==> src/rtl/fpa_controller.sv <==
`default_nettype none
// ============================================================================
//  Module   : fpa_controller
//  Purpose  : Sequencing FSM for the 8-bit mini-float adder datapath
//             (load, add, iterative normalize, commit) with host handshake.
//  Revision : 1.0  initial release
// ============================================================================
module fpa_controller #(
  parameter int MANT_W         = 5,
  parameter int STEP_W         = 3,
  parameter int MAX_NORM_STEPS = 4
) (
  input  logic              clk,
  input  logic              clr,
  input  logic              start,
  input  logic              add_except,
  input  logic              norm_except,
  input  logic [MANT_W-1:0] mant,
  output logic              load_en,
  output logic              add_en,
  output logic              norm_en,
  output logic              norm_load,
  output logic              shift_right,
  output logic              done_en,
  output logic              busy,
  output logic              done,
  output logic [1:0]        exc_code
);

  typedef enum logic [3:0] {
    S_IDLE       = 4'd0,
    S_LOAD       = 4'd1,
    S_ADD        = 4'd2,
    S_ADD_CHK    = 4'd3,
    S_NORM_LOAD  = 4'd4,
    S_NORM_CHK   = 4'd5,
    S_NORM_SHIFT = 4'd6,
    S_DONE       = 4'd7,
    S_EXCEPT     = 4'd8
  } state_t;

  localparam logic [STEP_W-1:0] C_MAX_STEPS = STEP_W'(MAX_NORM_STEPS);
  localparam logic [1:0]        C_EXC_OK    = 2'b00;
  localparam logic [1:0]        C_EXC_ADD   = 2'b01;
  localparam logic [1:0]        C_EXC_INF   = 2'b10;
  localparam logic [1:0]        C_EXC_NORM  = 2'b11;

  state_t            r_state, w_state_nxt;
  logic [STEP_W-1:0] r_step_cnt, w_step_cnt_nxt;
  logic              r_dir, w_dir_nxt;
  logic [1:0]        r_exc, w_exc_nxt;

  always_ff @(posedge clk or negedge clr) begin
    if (!clr) begin
      r_state    <= S_IDLE;
      r_step_cnt <= '0;
      r_dir      <= 1'b0;
      r_exc      <= C_EXC_OK;
    end else begin
      r_state    <= w_state_nxt;
      r_step_cnt <= w_step_cnt_nxt;
      r_dir      <= w_dir_nxt;
      r_exc      <= w_exc_nxt;
    end
  end

  always_comb begin
    w_state_nxt    = r_state;
    w_step_cnt_nxt = r_step_cnt;
    w_dir_nxt      = r_dir;
    w_exc_nxt      = r_exc;
    load_en        = 1'b0;
    add_en         = 1'b0;
    norm_en        = 1'b0;
    norm_load      = 1'b0;
    done_en        = 1'b0;
    done           = 1'b0;
    busy           = (r_state != S_IDLE);

    case (r_state)
      S_IDLE: begin
        if (start) begin
          w_state_nxt    = S_LOAD;
          w_exc_nxt      = C_EXC_OK;
          w_step_cnt_nxt = '0;
        end
      end
      S_LOAD: begin
        load_en     = 1'b1;
        w_state_nxt = S_ADD;
      end
      S_ADD: begin
        add_en      = 1'b1;
        w_state_nxt = S_ADD_CHK;
      end
      S_ADD_CHK: begin
        if (add_except) begin
          w_exc_nxt   = C_EXC_ADD;
          w_state_nxt = S_EXCEPT;
        end else begin
          w_state_nxt = S_NORM_LOAD;
        end
      end
      S_NORM_LOAD: begin
        norm_en     = 1'b1;
        norm_load   = 1'b1;
        w_state_nxt = S_NORM_CHK;
      end
      // Checks are ordered by priority: saturation, give-up, carry, normalized, underflow.
      S_NORM_CHK: begin
        if (norm_except) begin
          w_exc_nxt   = C_EXC_INF;
          w_state_nxt = S_EXCEPT;
        end else if ((mant == '0) || (r_step_cnt == C_MAX_STEPS)) begin
          w_exc_nxt   = C_EXC_NORM;
          w_state_nxt = S_EXCEPT;
        end else if (mant[MANT_W-1]) begin
          w_dir_nxt   = 1'b1;
          w_state_nxt = S_NORM_SHIFT;
        end else if (mant[MANT_W-2]) begin
          w_state_nxt = S_DONE;
        end else begin
          w_dir_nxt   = 1'b0;
          w_state_nxt = S_NORM_SHIFT;
        end
      end
      S_NORM_SHIFT: begin
        norm_en     = 1'b1;
        if (r_step_cnt != '1) begin
          w_step_cnt_nxt = r_step_cnt + 1'b1;
        end
        w_state_nxt = S_NORM_CHK;
      end
      S_DONE: begin
        done_en     = 1'b1;
        done        = 1'b1;
        w_state_nxt = S_IDLE;
      end
      S_EXCEPT: begin
        done        = 1'b1;
        w_state_nxt = S_IDLE;
      end
      default: begin
        w_state_nxt = S_IDLE;
      end
    endcase
  end

  assign shift_right = r_dir;
  assign exc_code    = r_exc;

endmodule
`default_nettype wire

==> config.mk <==
export PLATFORM = sky130hd
export DESIGN_NAME = fpa_controller
export DESIGN_NICKNAME = d
export VERILOG_FILES = /design/src/rtl/fpa_controller.sv
export SDC_FILE = /design/constraint.sdc
export NUM_CORES = 1
export LEC_CHECK = 0
export BUFFER_PORTS_ARGS = -buffer_cell sky130_fd_sc_hd__buf_2
export CORE_MARGIN = 5
export CORE_UTILIZATION = 30
export CTS_BUF_LIST = sky130_fd_sc_hd__clkbuf_8
export DETAILED_ROUTE_END_ITERATION = 6
export GPL_TIMING_DRIVEN = 0
export HOLD_SLACK_MARGIN = 0.06
export PLACE_DENSITY = 0.56
export SETUP_SLACK_MARGIN = 0.15
export SLEW_MARGIN = 15
export SYNTH_ARGS = -nofsm -noshare
export SYNTH_HDL_FRONTEND = slang
export SYNTH_SLANG_ARGS = --single-unit
==> constraint.sdc <==
create_clock -name clk -period 2.95 [get_ports clk]
set_clock_uncertainty 0.1 [all_clocks]
set_input_delay 0 -clock clk [delete_from_list [all_inputs] [get_ports clk]]
set_output_delay 0 -clock clk [all_outputs]
set_load 0.01 [all_outputs]
Word level (Yosys, flattened, before mapping)
Index checks and enable logic that the tools add are counted.
{"block": "classes", "bitwise_logic": 2, "mux": 23, "addsub": 1, "reduce_logical": 11, "n_eq_ne": 15}
{"op": "case mux 4 bit (6 select lines)", "n": 1}
{"op": "== test 4 x 3 -> 1 bit (second input constant)", "n": 4}
{"op": "two-way mux 4 bit", "n": 4}
{"op": "two-way mux 1 bit", "n": 10}
{"op": "== test 4 x 2 -> 1 bit (second input constant)", "n": 2}
{"op": "two-way mux 2 bit", "n": 4}
{"op": "AND reduction 4 bit", "n": 2}
{"op": "two-way mux 3 bit", "n": 2}
{"op": "inequality test 2 bit (second input constant)", "n": 3}
{"op": "inequality test 3 bit (second input constant)", "n": 2}
{"op": "case mux 2 bit (3 select lines)", "n": 1}
{"op": "case mux 3 bit (2 select lines)", "n": 1}
{"op": "logical NOT 5 bit", "n": 1}
{"op": "== test 4 x 1 -> 1 bit (second input constant)", "n": 1}
{"op": "== test 4 bit (second input constant)", "n": 1}
{"op": "logical NOT 4 bit", "n": 1}
{"op": "nonzero test 4 bit", "n": 1}
{"op": "OR reduction 2 bit", "n": 2}
{"op": "adder 3 x 1 -> 3 bit (second input constant)", "n": 1}
{"op": "== test 3 bit (second input constant)", "n": 1}
{"op": "AND reduction 3 bit", "n": 1}
{"op": "nonzero test 3 bit", "n": 1}
{"op": "inequality test 2 x 1 -> 1 bit (second input constant)", "n": 1}
{"op": "NOT 1 bit", "n": 2}
{"op": "other kinds (2)", "n": 2}
{"block": "word_totals", "elab_cells": 56, "inputBits": 10, "register_bits": 10}

Logic depth before layout (Yosys ltp)
{"block": "logic_depth", "word_depth": 5, "depth_mapped": 6, "depth_no_buf": 6}

Worst setup path after synthesis
OpenSTA, ideal clock, no wires.
{"block": "synth_path", "path_kind": "register to register", "start": "register r_step_cnt[0]", "end": "register r_step_cnt[0]", "path_stages_with_launch": 6, "arrival_time_ps": 1390, "t_required_ps": 2725, "synth_period_minus_slack_ps": 1615, "setup_ps": 125, "setup_slack_ps": 1335, "cell_sequence": "dfrtp_1 -> ha_1 -> ha_1 -> nor2_1 -> o21ai_0 -> mux2_2"}
{"block": "synth_via", "elab_chain_cells": 3}
{"item": "start, declared", "line_no": "49", "rtl": "logic [STEP_W-1:0] r_step_cnt, w_step_cnt_nxt;"}
{"item": "start signal, assigned", "line_no": "61", "rtl": "r_step_cnt <= w_step_cnt_nxt;"}
{"item": "adder 3 x 1 -> 3 bit / inequality test 3 bit (equally long branches)", "line_no": "130, 129"}
{"item": "two-way mux 3 bit / inequality test 2 bit (equally long branches)"}
{"item": "case mux 3 bit (2 select lines) / AND reduction 3 bit (equally long branches)"}
Several ways; a longest one is shown, not always the timed one. The select of a mux whose other input is x is not followed.
A chain may end at the register's enable or synchronous reset.

Worst setup path after layout
{"block": "layout_path", "start": "register r_step_cnt[0]", "end": "register r_dir (netlist: shift_right)"}
{"block": "layout_via", "elab_chain_cells": 4}
{"item": "== test 3 bit", "line_no": "114", "rtl": "end else if ((mant == '0) || (r_step_cnt == C_MAX_STEPS)) begin"}
{"item": "logical OR 1 bit", "line_no": "114"}
{"item": "NOT 1 bit (no source line)"}
{"item": "AND reduction 4 bit (no source line)"}
{"item": "end signal, assigned", "line_no": "62", "rtl": "r_dir <= w_dir_nxt;"}
{"item": "end, declared", "line_no": "50", "rtl": "logic r_dir, w_dir_nxt;"}
No other way between the ends.

==> reports/results.tsv <==
stage	metric	value	unit
layout	fin_nets	123	
synth	yosys.area.top_type_share	35.3	%
synth	synth_top_area_cell	dfrtp_1	
drt	drt_pre_antenna_iters	4	
drt	ant_nets	0	
place	io_buffers	19	
critical_path	critPathLaunchType	flip-flop	
grt	grt_antenna_before_repair	0	
synth	synth_area_leaders	dfrtp_1, ha_1, nor3_1	
synth	seq_area_frac_synth	35.3	%
drt	vias	675	
critical_path	path_class	reg -> reg	
pwr	p_leak	0.485	nW
synth	synth_edf_count	0	
synth	synth_cell_types	30	
place	gp_congestion	0.730	
timing	worstMarginPinSlew	0.503	ns
layout	diodes	0	
synth	ys_ff_latch	10	
pwr	power	0.930	mW
timing	finalHoldViolCount	0	
floorplan	ios	20	
layout	area_growth	36.0	%
synth	synthArstFlopShare	100	%
critical_path	startpoint	r_step_cnt[0]	
synth	synth_most_common_cell	dfrtp_1	
synth	synthCells	79	
pwr	peakVddDrop	512	µV
floorplan	initial_core_util	31.8	%
timing	fin_tns_setup	0	ns
drt	drtIter0Drc	25	
critical_path	cp.arrival	2.05	ns
grt	grt_usage	11.0	%
synth	synth_nets	92	
clocking	path_clk_slew	0.05	ns
floorplan	die_area	3440	µm²
floorplan	core	2230	µm²
clocking	clock-root-buffer	clkbuf_8	
place	place_inst	126	
place	pre_cts_slack	1.19	ns
drt	drt-total-wl	1730	µm
clocking	clk_latency	0.23	ns
timing	rsz0062_at_grt	no	
grt	grt_max_degree	11	
grt	grt_pass1_wl	2920	µm
clocking	cts_tree	done	
timing	setup_viol	0	
critical_path	worst-path-max-fanout	4	
grt	globalRoute.totalOverflow	0	
floorplan	placementRows	17	
synth	synth_top_flop_cell	dfrtp_1	
synth	synth_area	709	µm²
clocking	clock-sinks	10	
layout	finalNonFillerCells	137	
drt	drcViolationCount	0	
drt	routed_via_density	4.93	
clocking	htreeDepth	1	
critical_path	worst_ep_required_time	2.97	ns
timing	timing.fmax	492	MHz
clocking	clock_path_buffers	2	
timing	relSlewSlack	66.1	%
synth	yosysWarnings	0	
grt	grt_pass1_vias	667	
floorplan	die_w	58.6	µm
drt	routedWlPerCell	12.6	µm
place	hpwl	1320	µm
layout	post-route-util	43.2	%
flow_run	cap_violations	0	
timing	worst_slack	0.918	ns
critical_path	regToRegStartpoint	r_step_cnt[0]	
timing	fin_crit	2.03	ns
critical_path	ff2ff_path_depth	7	
outcome	status	finished, final reports clean	
timing	period_share	68.9	%
timing	drv_slew	0	
synth	syn_area_per_cell	8.98	µm²
pwr	powerDensity	964	nW/µm²
hold_path	hold_class	in -> async	
synth	synth_common_cells	dfrtp_1, inv_1, nand2_1, nor2_1, nor3_1	
clocking	numCtsBuffers	3	
critical_path	endpoint_kind	flip-flop	
layout	drive_above_1_share	31.2	%
floorplan	fp.dieH	58.6	µm
kinds of logic after synthesis:
group	synth area share (%)
multiplexers	7.94
adder cells (fa/ha/maj)	5.29
AO/OA/AOI/OAI	18.3
AND/OR/NAND/NOR	25.0
flip-flops	35.3
buffers and inverters	8.11
cells in the final DEF, fill, tap and decap left out:
cell type	count
o31ai_1	1
buf_2	20
inv_1	7
a21oi_1	3
o21a_1	1
and3_1	1
mux2_2	1
and2_1	1
buf_4	2
a21o_1	1
o311ai_4	1
clkbuf_8	4
and4bb_2	1
nand2_1	7
o21ai_0	4
or4_1	1
mux2_4	1
nand3_1	1
o21ai_1	1
nor3_1	7
dfrtp_1	10
nand3_2	1
nor2_1	7
a31oi_1	3
buf_6	1
nand2b_1	5
a2111oi_1	1
or4_4	1
dlygate4sd3_1	7
mux2i_1	3
ha_1	3
o211ai_2	1
state kept, by name, indices dropped and copies added, names as in the netlist:
| name | flops |
|---|---|
| r_state | 4 |
| r_step_cnt | 3 |
| exc_code | 2 |
| shift_right | 1 |
through the flow:
step / hold WS [ns] / cell area [µm²]
global route: 0.0896 / 965
finish: 0.0578 / 965
global placement: -0.217 / 840
CTS: 0.0692 / 965
detailed placement: -0.217 / 840
floorplan: -0.396 / 709
metal layers:
layer	up-vias	track usage (%)	wire, µm
li1	338	-	-
met1	308	13.5	763
met2	27	19.0	819
met3	2	2.85	136
met4	0	2.91	12
met5	-	0	0
repair_timing:
action / 4_1_cts / 5_1_grt
resized for setup: 0 / 0
hold buffers: 7 / 0
hold endpoints to repair: 14 / 0
buffers inserted: 0 / 0
worst paths after layout:
check / to / slack (ns)
max: shift_right / 0.92
min: shift_right / 0.06
max reg2reg: shift_right / 0.92
min reg2reg: exc_code[0] / 0.42
max in group asynchronous: r_step_cnt[2] / 2.49
min in group clk: r_state[0] / 0.07
critical path, cell delays in order (launching register included):
cell and delay, ns:
dfrtp_1 0.39, inv_1 0.06, ha_1 0.19, a21oi_1 0.24, o211ai_2 0.16, o21ai_0 0.17
nand2_1 0.06, dlygate4sd3_1 0.55
layout make-up:
class	instances	area (µm²)
Fill cell	240	1270
Multi-Input combinational cell	58	402
Sequential cell	10	250
Timing Repair Buffer	26	165
Clock buffer	4	55.1
Tap cell	28	35.0
Buffer	4	31.3
Inverter	7	26.3
power breakdown:
part	switching, mW	leakage, nW	internal [mW]
Sequential	0.0495	0.132	0.187
Clock	0.0535	0.0288	0.117
Combinational	0.273	0.324	0.249
Total	0.376	0.485	0.553
No activity file was read; power rests on OpenSTA's default activity.
